**config.mk**
```make
export PLATFORM = sky130hd
export DESIGN_NAME = serial_subtractor
export DESIGN_NICKNAME = d
export VERILOG_FILES = /design/src/rtl/serial_subtractor.sv
export SDC_FILE = /design/constraint.sdc
export NUM_CORES = 1
export LEC_CHECK = 0
export CORE_MARGIN = 5
export CORE_UTILIZATION = 50
export DETAILED_ROUTE_END_ITERATION = 10
export PLACE_DENSITY = 0.89
export SLEW_MARGIN = 20
export SYNTH_ARGS = -nofsm -noshare
export SYNTH_HDL_FRONTEND = slang
export SYNTH_SLANG_ARGS = --single-unit
```
**constraint.sdc**
```tcl
create_clock -name CLK -period 1.85 [get_ports CLK]
set_input_delay 0.2775 -clock CLK [delete_from_list [all_inputs] [get_ports CLK]]
set_output_delay 0.2775 -clock CLK [all_outputs]
set_load 0.01 [all_outputs]
```
**src/rtl/serial_subtractor.sv**
```systemverilog
// Bit-serial two's-complement subtractor: Diff = A - B, one bit per clock, LSB first.
// Operands are captured on Start; results are held until the next completion.
module serial_subtractor #(
    parameter int WIDTH = 8
) (
    input  logic             CLK,
    input  logic             RST,
    input  logic             Start,
    input  logic [WIDTH-1:0] A,
    input  logic [WIDTH-1:0] B,
    output logic             Busy,
    output logic             Done,
    output logic [WIDTH-1:0] Diff,
    output logic             Bout,
    output logic             V
);
    localparam int CW = (WIDTH > 2) ? $clog2(WIDTH) : 1;

    typedef enum logic [1:0] {
        IDLE,
        RUN,
        FIN
    } state_t;

    state_t           state_reg;
    state_t           state_next;
    logic [WIDTH-1:0] sa_reg;
    logic [WIDTH-1:0] sb_reg;
    logic [WIDTH-1:0] sr_reg;
    logic             br_reg;
    logic [CW-1:0]    cnt_reg;
    logic             a_s_reg;
    logic             b_s_reg;
    logic [WIDTH-1:0] diff_reg;
    logic             bout_reg;
    logic             v_reg;

    logic             accept;
    logic             last_step;
    logic             bit_a;
    logic             bit_b;
    logic             bit_d;
    logic             br_next;
    logic [WIDTH-1:0] sr_next;

    // One full-subtractor cell, reused every bit step.
    assign bit_a     = sa_reg[0];
    assign bit_b     = sb_reg[0];
    assign bit_d     = bit_a ^ bit_b ^ br_reg;
    assign br_next   = (~bit_a & bit_b) | (~(bit_a ^ bit_b) & br_reg);
    assign sr_next   = {bit_d, sr_reg[WIDTH-1:1]};
    assign last_step = (cnt_reg == CW'(WIDTH - 1));

    always_comb begin
        state_next = state_reg;
        accept     = 1'b0;
        case (state_reg)
            IDLE: begin
                if (Start) begin
                    state_next = RUN;
                    accept     = 1'b1;
                end
            end
            RUN: begin
                if (last_step) begin
                    state_next = FIN;
                end
            end
            FIN: begin
                // Start in the done cycle is accepted back-to-back.
                if (Start) begin
                    state_next = RUN;
                    accept     = 1'b1;
                end else begin
                    state_next = IDLE;
                end
            end
            default: state_next = IDLE;
        endcase
    end

    always_ff @(posedge CLK) begin
        if (RST) begin
            state_reg <= IDLE;
            sa_reg    <= '0;
            sb_reg    <= '0;
            sr_reg    <= '0;
            br_reg    <= 1'b0;
            cnt_reg   <= '0;
            a_s_reg   <= 1'b0;
            b_s_reg   <= 1'b0;
            diff_reg  <= '0;
            bout_reg  <= 1'b0;
            v_reg     <= 1'b0;
        end else begin
            state_reg <= state_next;
            if (accept) begin
                sa_reg  <= A;
                sb_reg  <= B;
                br_reg  <= 1'b0;
                cnt_reg <= '0;
                a_s_reg <= A[WIDTH-1];
                b_s_reg <= B[WIDTH-1];
            end else if (state_reg == RUN) begin
                sa_reg  <= {1'b0, sa_reg[WIDTH-1:1]};
                sb_reg  <= {1'b0, sb_reg[WIDTH-1:1]};
                sr_reg  <= sr_next;
                br_reg  <= br_next;
                cnt_reg <= cnt_reg + CW'(1);
                // The last bit computed is the result MSB, so V uses bit_d directly.
                if (last_step) begin
                    diff_reg <= sr_next;
                    bout_reg <= br_next;
                    v_reg    <= (a_s_reg ^ b_s_reg) & (a_s_reg ^ bit_d);
                end
            end
        end
    end

    assign Busy = (state_reg == RUN);
    assign Done = (state_reg == FIN);
    assign Diff = diff_reg;
    assign Bout = bout_reg;
    assign V    = v_reg;

endmodule

```
## After elaboration in Yosys (flattened, before gate mapping)

Index checks and enable logic that the tools add are counted.
Widths: inputs -> output; s select.

- Word-level logic and storage cells: 45
- Output and inout bits: 12
- Bits of input ports: 19
- Register bits after elaboration: 42

- Mux-type cells: 10
- Equality and inequality tests: 5
- Reduce and logical (&&, ||, !) cells: 7
- $add $sub $neg: 1
- Bitwise operators: 11

Operator list:

| operator | count |
|---|---|
| $mux 8 | 4 |
| $pmux 2 s3 | 1 |
| $mux 2 | 2 |
| $reduce_and 2->1 | 2 |
| $reduce_or 2->1 | 2 |
| $xor 1x1->1 | 4 |
| $add 3x1->3 const B | 1 |
| $and 1x1->1 | 3 |
| $eq 3x3->1 const B | 1 |
| $mux 1 | 3 |
| $not 1->1 | 3 |
| $reduce_and 3->1 | 1 |
| $eq 2x1->1 const B | 1 |
| $eq 2x2->1 const B | 1 |
| $logic_not 2->1 | 1 |
| $ne 2x1->1 const B | 1 |
| $ne 2x2->1 const B | 1 |
| $reduce_bool 2->1 | 1 |
| $or 1x1->1 | 1 |

## Depth between registers and ports, before layout

Gate-level depths: netlist of run 1.

- Depth after elaboration: 5
- Depth in mapped cells: 6
- Mapped depth without buffers: 5

## Least setup slack after synthesis of run 1

Ideal clock, no wire load.

- Path kind: register to register
- Start point: register sb_reg[0]
- End point: register v_reg (netlist: V)
- Clock period less this slack: 1.313 ns
- Data required time: 1.764 ns
- Cell stages (with the launch flop): 6
- Setup time: 0.086 ns
- Path slack: 0.537 ns
- Arrival time: 1.227 ns
- Buffers on the path: 0
- Path through: dfxtp_1 -> inv_1 -> fa_1 -> nor2_1 -> a21oi_1 -> a211oi_1

- Longest elaborated chain between the ends: 4

Ends and longest elaborated chain:

| what | line | RTL |
|---|---|---|
| start: declaration | 28 | `logic [WIDTH-1:0] sb_reg;` |
| start signal: assignment | 106 | `sb_reg <= {1'b0, sb_reg[WIDTH-1:1]};` |
| $xor 1x1->1 (2 in a row) | 49 | `assign bit_d = bit_a ^ bit_b ^ br_reg;` |
| net bit_d | 42 | `logic bit_d;` |
| $xor 1x1->1 | 114 | `v_reg <= (a_s_reg ^ b_s_reg) & (a_s_reg ^ bit_d);` |
| $and 1x1->1 | 114 |  |
| end signal: assignment | 114 |  |
| end: declaration | 36 | `logic v_reg;` |

The timed path passes the listed nets, and every way through them passes these cells.
A chain may end at the register's enable or synchronous reset.

## Worst setup path after layout of run 1

- Start point: register state_reg[1]
- End point: output port Done

- Longest elaborated chain between the ends: 1

Ends and longest elaborated chain:

| what | line | RTL |
|---|---|---|
| start: declaration | 25 | `state_t state_reg;` |
| start signal: assignment | 96 | `state_reg <= state_next;` |
| $eq 2x2->1 | 121 | `assign Done = (state_reg == FIN);` |
| end: declaration | 12 | `output logic Done,` |

Every way passes these cells.

==> run_results.csv, run 1 <==
group,metric,value,unit
placed_design,gp_congestion,0.785,
setup_path,cp_top_family,"buffers and inverters",
synthesis,yosys-top-cells-area,"dfxtp_1, nand2_1, a21oi_1",
timing,period_share,93.3,%
clock_tree,cts_max_path_buffers,2,
placed_design,dp_hpwl,2230,um
setup_path,max_stage_delay,0.54,ns
pwr,sequentialPowerShare,57.0,%
global_routing,overflow,0,
setup_path,worstPathCellList,"nor2b_2 -> clkdlybuf4s50_1",
pwr,leakage,0.000698,uW
floorplanning,num_rows,20,
setup_path,path_class,"register to primary output",
synthesis,yosys_warnings,0,
placed_design,port_buffers,30,
floorplanning,die_w,67.1,um
drt,routed_wl,3460,um
timing,slew_viol_final,0,
setup_path,r2r_end,"V$_SDFFE_PP0P_",
global_routing,grt_pass1_vias,1282,
floorplanning,initial_core_util,52.9,%
worst_hold_path,hp-class,"register to register",
synthesis,synth_fp_nets,208,
setup_path,worstPathRequired,1.57,ns
clock_tree,cts_hold_buffers,0,
floorplanning,die_area,0.00450,mm2
drt,route.detailed.drc,0,
pwr,power.share.clock,29.9,%
timing,fin_setup_tns,0,ns
pwr,power.switching,424,uW
synthesis,synthDistinctLibCells,28,
global_routing,grt_max_degree,42,
floorplanning,die_h,67.1,um
timing,clock_skew,0.00977,ns
cells_and_area,insertedDiodeCount,0,
pwr,p_sw_share,25.4,%
worst_hold_path,hp-start,"Diff[1]$_SDFFE_PP0P_",
clock_tree,cts_max_level,2,
setup_path,r2r_start,"cnt_reg[0]$_SDFFE_PP0P_",
synthesis,synth_top_family_by_area,"simple AND/OR/NAND/NOR gates",
setup_path,cp-end-kind,"primary output",
synthesis,syn_avg_cell_area,8.76,um2
pwr,p_int,1250,uW
setup_path,startpoint_type,"register",
synthesis,netlist_instances,186,
global_routing,antenna_found_initial,0,
synthesis,synthAdderAreaFrac,2.76,%
drt,route.vias.total,1374,
cells_and_area,syn2layout_area_growth,23.7,%
synthesis,muxShareOfSynthArea,1.23,%
timing,fmax,0.579,GHz
pwr,ir_drop,0.549,mV
run,maxCapViolCount,0,
timing,rsz0062_at_grt,"false",
clock_tree,clock-root-buffer,"clkbuf_4",
setup_path,reg2reg_depth,5,
timing,hold_viol,0,
timing,tightest_slew,0.448,ns
synthesis,ys_seq_area_share,50.4,%
run_status,outcome,"finished clean",
setup_path,r2r_slack,0.36,ns
setup_path,cp_max_fo,4,
clock_tree,numCtsBuffers,5,
synthesis,synth_compound_area_share,16.0,%
floorplanning,io_pins,31,
clock_tree,clock-sinks,41,
timing,layout_setup_ws,0.123,ns
synthesis,synth_area,0.00163,mm2
drt,routedWlPerCell,13.4,um
drt,viasPerCell,5.33,
timing,period_needed,1.73,ns
synthesis,synth.largest_area_cell,"dfxtp_1",
worst_hold_path,hold-path-cell-count,2,
synthesis,ys_seq_elements,41,
timing,relSlewSlack,70.2,%
drt,drtPass1Iterations,4,
setup_path,crit_slowest_cell,"clkdlybuf4s50_1",
timing,hold_ws,0.458,ns
global_routing,grt_first_pass_wirelength,5580,um
floorplanning,core,0.00308,mm2
setup_path,arrival,1.45,ns
pwr,powerDensity,829,mW/mm2
worst_hold_path,holdPathEnd,"Diff[1]$_SDFFE_PP0P_",
clock_tree,cts_tree,"built",
cells_and_area,nets,235,
synthesis,synth_simple_gate_area_share,22.2,%
cells_and_area,drive_gt1_share,9.35,%
global_routing,grt_usage,16.8,%
timing,setup_viol,0,
synthesis,netlist.area_leader.share,50.4,%
clock_tree,post-cts-setup-buffers,0,
clock_tree,path_clk_slew,0.12,ns
drt,ant_nets,0,
clock_tree,clk_latency,0.35,ns
synthesis,synth_xor_area_share,0.538,%
setup_path,critPathBufInv,1,
placed_design,pre_cts_ws,0.274,ns
drt,dr.first_iter.drc_count,90,
pwr,comb_power_share,13.1,%
-- cell type report --
type | count | area [um2]
clock inverters | 1 | 5.00
flip-flops and latches | 41 | 822
fillers | 275 | 1060
inverters | 3 | 18.8
clock buffers | 7 | 65.1
well taps | 44 | 55.1
multi-input cells | 128 | 706
repair buffers | 34 | 343
-- power groups by stage --
stage	logic, uW	registers, uW	clock network (uW)
after global placement	211	965	0
after floorplan	154	961	0
after global routing	239	955	560
after CTS	218	949	505
after detailed placement	215	968	0
final	219	951	500
-- tightest hold or removal path: stages, from the launching register on --
cell and delay, ns:
dfxtp_1 0.33, nand2_1 0.05, a21oi_1 0.05
-- routing by layer --
metal / GRT usage, % / up-vias / routed length, um
li1: - / 691 / -
met3: 5.90 / 7 / 192
met2: 27.2 / 35 / 1710
met5: 0 / - / 0
met1: 19.0 / 641 / 1480
met4: 9.37 / 0 / 80
-- cell families (layout without fill, tap and decap cells) --
| group | after synthesis | in the layout |
|---|---|---|
| AND/OR/NAND/NOR | 80 | 80 |
| AO/OA/AOI/OAI | 42 | 42 |
| flip-flops | 41 | 41 |
| buffers and inverters | 17 | 45 |
| adder cells (fa/ha/maj) | 3 | 3 |
| multiplexers | 2 | 2 |
| XOR/XNOR | 1 | 1 |
-- synth_stat cells, drive strengths merged --
master / n
nor2b: 2
nor3: 15
o22ai: 6
ha: 2
a22oi: 4
a211oi: 2
a2111oi: 1
inv: 3
a311oi: 4
buf: 10
dfxtp: 41
a21oi: 24
clkbuf: 4
nand2b: 2
nand2: 42
nand3: 6
mux2i: 2
xnor2: 1
and3b: 1
nand3b: 2
fa: 1
nor2: 10
o21a: 1
-- metrics by stage --
stage	cell area, um2	instances	util [%]	total power [uW]
after floorplan	1630	186	-	1110
after detailed placement	1930	250	62.8	1180
final	2010	258	65.4	1670
after global routing	2010	258	65.4	1750
after CTS	2010	258	65.3	1670
after global placement	1930	250	62.8	1180
-- worst max-delay path by stage --
stage	start	endpoint	slack [ns]	cells past startpoint
after floorplan	sb_reg[0]$_SDFFE_PP0P_	V$_SDFFE_PP0P_	0.54	5
after global placement	Start	sb_reg[6]$_SDFFE_PP0P_	0.32	4
after CTS	state_reg[0]$_SDFFE_PP0P_	Busy	0.06	3
after detailed placement	Start	sa_reg[6]$_SDFFE_PP0P_	0.27	4
final	state_reg[1]$_SDFFE_PP0P_	Done	0.12	2
after global routing	state_reg[1]$_SDFFE_PP0P_	Done	0.02	2
-- layout by cell type, fill, tap and decap left out --
master	count
nand2_1	42
dfxtp_1	40
clkdlybuf4s50_1	30
a21oi_1	24
nor3_1	13
nor2_1	10
nand3_1	6
o22ai_1	6
clkbuf_4	5
a22oi_1	4
a311oi_1	4
buf_4	3
inv_1	2
nand3b_1	2
mux2i_1	2
nor3_2	2
a211oi_1	2
ha_1	2
clkbuf_8	2
nand2b_4	1
inv_8	1
nor2b_2	1
nor2b_1	1
nand2b_2	1
a2111oi_2	1
and3b_1	1
o21a_1	1
xnor2_1	1
fa_1	1
clkinv_2	1
buf_12	1
dfxtp_2	1
-- repair_timing --
action	4_1_cts	5_1_grt
pin swaps	0	0
endpoints found under the setup margin	1	2
gates resized for setup	1	2
No activity file was read; power rests on OpenSTA's default activity.
==> run 2: changes to the inputs <==
--- a/config.mk
+++ b/config.mk
@@ -6,9 +6,10 @@
 export NUM_CORES = 1
 export LEC_CHECK = 0
 export CORE_MARGIN = 5
-export CORE_UTILIZATION = 50
+export CORE_UTILIZATION = 45
+export CTS_BUF_LIST = sky130_fd_sc_hd__clkbuf_4 sky130_fd_sc_hd__clkbuf_8 sky130_fd_sc_hd__clkbuf_16
 export DETAILED_ROUTE_END_ITERATION = 10
-export PLACE_DENSITY = 0.89
+export PLACE_DENSITY = 0.85
 export SLEW_MARGIN = 20
 export SYNTH_ARGS = -nofsm -noshare
 export SYNTH_HDL_FRONTEND = slang
==> constraint.sdc (replaced) <==
create_clock -name CLK -period 1.5 [get_ports CLK]
set_input_delay 0.225 -clock CLK [delete_from_list [all_inputs] [get_ports CLK]]
set_output_delay 0.225 -clock CLK [all_outputs]
set_load 0.01 [all_outputs]
==> run 2 against run 1 <==
Wire length increased by 1.4%. Clock skew about the same. Die area increased by 9.4%. Setup slack got worse by 0.079 ns. Global-route usage decreased by 2.4 points. Power increased by 19%. Utilization decreased by 5.3 points. Combinational power increased by 27%. Sequential cell count unchanged. Non-clock buffer count increased by 3. Count of clock-buffer cells in the layout decreased by 1. Worst hold slack improved by 0.0011 ns. Critical path type unchanged.
==> run_results.csv, run 2 (synthesis results as in run 1) <==
group,metric,value,unit
clock_tree,cts_max_level,2,
drt,dr.first_iter.drc_count,123,
drt,ant_nets,0,
drt,routedWlPerCell,13.3,um
clock_tree,post-cts-setup-buffers,0,
cells_and_area,mostFrequentLayoutCells,"nand2_1, dfxtp_1, clkdlybuf4s50_1",
floorplanning,die_w,70.2,um
floorplanning,die_area,0.00492,mm2
pwr,powerDensity,967,mW/mm2
run_status,outcome,"finished clean",
cells_and_area,drive_gt1_share,12.0,%
setup_path,max_stage_delay,0.53,ns
cells_and_area,nets,238,
timing,period_needed,1.46,ns
clock_tree,clock-root-buffer,"clkbuf_4",
setup_path,critPathBufInv,1,
timing,hold_viol,0,
setup_path,startpoint_type,"register",
drt,routed_wl,3510,um
floorplanning,core,0.00342,mm2
drt,viasPerCell,5.31,
timing,setup_viol,0,
pwr,ir_drop,0.599,mV
cells_and_area,insertedDiodeCount,0,
floorplanning,io_pins,31,
clock_tree,clock-sinks,41,
run,maxCapViolCount,0,
setup_path,r2r_end,"V$_SDFFE_PP0P_",
setup_path,critical_path.startpoint,"Bout$_SDFFE_PP0P_",
worst_hold_path,holdPathEnd,"Diff[1]$_SDFFE_PP0P_",
setup_path,reg2reg_depth,5,
placed_design,gp_congestion,0.732,
global_routing,antenna_found_initial,0,
pwr,leakage,0.000796,uW
global_routing,overflow,0,
global_routing,grt_max_degree,42,
drt,route.detailed.drc,0,
floorplanning,num_rows,21,
setup_path,r2r_start,"sb_reg[0]$_SDFFE_PP0P_",
floorplanning,die_h,70.2,um
clock_tree,clk_latency,0.35,ns
cells_and_area,final_common_cell,"nand2_1",
cells_and_area,fill_cells,326,
timing,tightest_slew,0.290,ns
placed_design,port_buffers,30,
timing,fmax,0.687,GHz
global_routing,grt_usage,14.4,%
worst_hold_path,hp-start,"Diff[1]$_SDFFE_PP0P_",
cells_and_area,final_core_util,60.1,%
clock_tree,cts_max_path_buffers,2,
timing,slew_viol_final,0,
setup_path,r2r_slack,0.06,ns
timing,fin_setup_tns,0,ns
setup_path,arrival,1.23,ns
drt,drtPass1Iterations,4,
setup_path,cp_max_fo,2,
setup_path,worstPathRequired,1.27,ns
setup_path,worstPathCellList,"clkdlybuf4s50_1",
setup_path,cp-end-kind,"primary output",
worst_hold_path,hold-path-cell-count,2,
timing,layout_setup_ws,0.0444,ns
setup_path,path_class,"register to primary output",
cells_and_area,syn2layout_area_growth,26.1,%
global_routing,grt_pass1_vias,1345,
clock_tree,cts_tree,"built",
placed_design,pre_cts_ws,0.0252,ns
clock_tree,path_clk_slew,0.12,ns
setup_path,cp_top_family,"buffers and inverters",
timing,relSlewSlack,80.7,%
clock_tree,numCtsBuffers,5,
setup_path,crit_slowest_cell,"clkdlybuf4s50_1",
floorplanning,initial_core_util,47.7,%
timing,clock_skew,0.00983,ns
timing,rsz0062_at_grt,"false",
timing,period_share,97.0,%
worst_hold_path,hp-class,"register to register",
global_routing,grt_first_pass_wirelength,5710,um
drt,route.vias.total,1397,
placed_design,dp_hpwl,2310,um
run 2: stage by stage:
step           power [uW]  cells  instance area [um2]  hold slack (ns)
3_5_place_dp         1470    255                 1970            0.447
4_1_cts              2000    263                 2030            0.448
5_1_grt              2080    263                 2050            0.446
3_3_place_gp         1460    255                 1970            0.442
6_report             1990    263                 2050            0.459
2_1_floorplan        1370    186                 1630            0.294
run 2: timing repair:
| action | CTS | global route |
|---|---|---|
| gates resized for setup | 5 | 9 |
| endpoints found under the hold margin | 0 | 0 |
| hold buffers | 0 | 0 |
| setup endpoints to repair | 3 | 16 |
run 2: layout make-up:
type	count	area (um2)	share of cell area, %
sequential	41	825	40.1
multi-input combinational	128	713	34.7
timing repair buffer	37	385	18.8
tap	46	57.6	2.80
clock buffer	6	45.0	2.19
inverter	3	18.8	0.914
clock inverter	2	10.0	0.487
run 2: power breakdown:
| part | leakage, uW | switching (uW) | internal [uW] | total, uW |
|---|---|---|---|---|
| Sequential | 0.000336 | 31.5 | 1140 | 1170 |
| Clock | 0.0000354 | 341 | 197 | 538 |
| Combinational | 0.000425 | 144 | 133 | 278 |
| Total | 0.000796 | 517 | 1470 | 1990 |
run 2: worst max-delay path by stage:
stage	cells after the start	end
after floorplan	5	V$_SDFFE_PP0P_
after global placement	3	Busy
after detailed placement	4	sb_reg[6]$_SDFFE_PP0P_
after CTS	1	V
after global routing	1	Bout
final	1	Bout
run 2: routing by layer:
metal | GRT usage [%] | routed length (um) | vias to the layer above
met5 | 0 | 0 | -
met2 | 23.9 | 1680 | 37
met4 | 7.66 | 70 | 0
li1 | - | - | 698
met1 | 16.0 | 1560 | 656
met3 | 5.31 | 195 | 6
==> run 3: changes to the inputs <==
--- a/config.mk
+++ b/config.mk
@@ -10,6 +10,7 @@
 export CTS_BUF_LIST = sky130_fd_sc_hd__clkbuf_4 sky130_fd_sc_hd__clkbuf_8 sky130_fd_sc_hd__clkbuf_16
 export DETAILED_ROUTE_END_ITERATION = 10
 export PLACE_DENSITY = 0.85
+export REMOVE_ABC_BUFFERS = 1
 export SLEW_MARGIN = 20
 export SYNTH_ARGS = -nofsm -noshare
 export SYNTH_HDL_FRONTEND = slang
==> run 3 against run 2 <==
Cell count is the same. Critical path type unchanged. Power increased by 3.4%. Sequential cell count stayed put. Largest cell class unchanged. Wire length decreased by 6.8%. Design area grew 0.37%. Clock power increased by 14%. Sequential power barely moved.
==> run_results.csv, run 3 (synthesis results as in run 1) <==
group,metric,value,unit
floorplanning,core,0.00342,mm2
pwr,ir_drop,0.585,mV
placed_design,port_buffers,30,
clock_tree,cts_hold_buffers,0,
floorplanning,num_rows,21,
timing,fmax,0.695,GHz
placed_design,placed_cells,255,
pwr,power.switching,512,uW
drt,route.vias.total,1336,
clock_tree,cts_max_level,2,
floorplanning,die_area,0.00492,mm2
setup_path,worstPathCellList,"clkdlybuf4s50_1",
floorplanning,die_w,70.2,um
setup_path,crit_slowest_cell,"clkdlybuf4s50_1",
setup_path,max_stage_delay,0.53,ns
global_routing,grt_max_degree,42,
drt,routed_wl,3270,um
timing,setup_viol,0,
pwr,powerDensity,996,mW/mm2
global_routing,overflow,0,
clock_tree,clk_latency,0.34,ns
drt,ant_nets,0,
clock_tree,clock-root-buffer,"clkbuf_4",
cells_and_area,drive_gt1_share,10.6,%
floorplanning,initial_core_util,47.7,%
drt,route.detailed.drc,0,
clock_tree,clock-sinks,41,
pwr,p_sw_share,24.9,%
setup_path,critPathBufInv,1,
setup_path,crit_cells,1,
pwr,sequentialPowerShare,56.9,%
setup_path,cp_top_family,"buffers and inverters",
pwr,leakage,0.000870,uW
timing,slew_viol_final,0,
clock_tree,cts_max_path_buffers,2,
run_status,outcome,"finished clean",
timing,relSlewSlack,81.3,%
pwr,power.share.clock,29.8,%
clock_tree,numCtsBuffers,5,
placed_design,gp_congestion,0.764,
placed_design,postPlaceCellArea,0.00196,mm2
clock_tree,post-cts-setup-buffers,0,
timing,period_share,95.9,%
run,maxCapViolCount,0,
cells_and_area,syn2layout_area_growth,26.6,%
cells_and_area,mostFrequentLayoutCells,"nand2_1, dfxtp_1, a21oi_1",
cells_and_area,instances_no_fill,263,
global_routing,grt_first_pass_wirelength,5500,um
clock_tree,cts_tree,"built",
drt,viasPerCell,5.08,
setup_path,startpoint_type,"register",
cells_and_area,insertedDiodeCount,0,
cells_and_area,final_common_cell,"nand2_1",
pwr,p_int,1540,uW
timing,tightest_slew,0.281,ns
timing,rsz0062_at_grt,"false",
setup_path,cp-end-kind,"primary output",
floorplanning,die_h,70.2,um
timing,fin_setup_tns,0,ns
setup_path,r2r_slack,0.10,ns
pwr,total_power,2050,uW
timing,clock_skew,0.00345,ns
global_routing,grt_pass1_vias,1264,
drt,drtPass1Iterations,5,
clock_tree,path_clk_slew,0.11,ns
global_routing,antenna_found_initial,0,
setup_path,worstPathRequired,1.27,ns
placed_design,dp_hpwl,2150,um
timing,period_needed,1.44,ns
timing,hold_viol,0,
cells_and_area,stdcell_area,0.00206,mm2
drt,dr.first_iter.drc_count,94,
cells_and_area,nets,238,
setup_path,reg2reg_depth,5,
setup_path,cp_max_fo,2,
worst_hold_path,hold-path-cell-count,3,
setup_path,arrival,1.21,ns
drt,routedWlPerCell,12.4,um
worst_hold_path,hp-class,"input pin to register",
pwr,comb_power_share,13.3,%
global_routing,grt_usage,13.8,%
floorplanning,io_pins,31,
setup_path,path_class,"register to primary output",
-- run 3: cell types whose count changed in the layout (fill, tap and decap cells not counted), sizes merged --
cell / before / now
clkbuf: 6 / 7
clkdlybuf4s15: 0 / 1
clkdlybuf4s50: 24 / 20
clkinv: 2 / 1
dlygate4sd2: 2 / 1
dlymetal6s2s: 4 / 8
-- run 3: layout make-up --
type	count	area [um2]
clock buffers	7	65.1
clock inverters	1	5.00
fillers	334	1350
inverters	3	18.8
multi-input cells	128	709
flip-flops and latches	41	822
well taps	46	57.6
repair buffers	37	384
-- run 3: path summary, 6_finish.rpt --
path                                             start                     end
worst min register to register    Diff[7]$_SDFFE_PP0P_    Diff[7]$_SDFFE_PP0P_
worst max-delay path              Diff[5]$_SDFFE_PP0P_                 Diff[5]
worst max register to register  sb_reg[0]$_SDFFE_PP0P_          V$_SDFFE_PP0P_
worst min-delay path                              A[6]  sa_reg[6]$_SDFFE_PP0P_
-- run 3: repair_timing --
action                                  4_1_cts  5_1_grt
hold endpoints to repair                      0        0
endpoints found under the setup margin        2       20
resized for setup                             4       12
-- run 3: power groups by stage --
stage	Sequential, uW	Combinational, uW	Clock [uW]
6_report	1170	273	613
5_1_grt	1170	307	680
4_1_cts	1170	272	638
3_5_place_dp	1190	271	0
3_3_place_gp	1190	266	0
2_1_floorplan	1180	147	0
-- run 3: through the flow --
step | hold slack, ns | util, % | worst slack (ns)
2_1_floorplan | 0.294 | - | -0.0548
3_3_place_gp | 0.440 | 57.3 | 0.0836
3_5_place_dp | 0.446 | 57.3 | 0.0567
4_1_cts | 0.441 | 59.5 | 0.0110
5_1_grt | 0.439 | 60.4 | 0.00435
6_report | 0.460 | 60.4 | 0.0615
-- run 3: layer usage --
layer	part of all wire [%]	track usage (%)	up-vias
li1	-	-	696
met1	42	15.5	608
met2	50	23.7	28
met3	6.3	5.74	4
met4	1.1	4.47	0
met5	0	0	-
-- run 3: tightest hold or removal path, stage by stage --
cell and delay, ns:
clkdlybuf4s50_1 0.40, nor2_1 0.10, a311oi_1 0.05
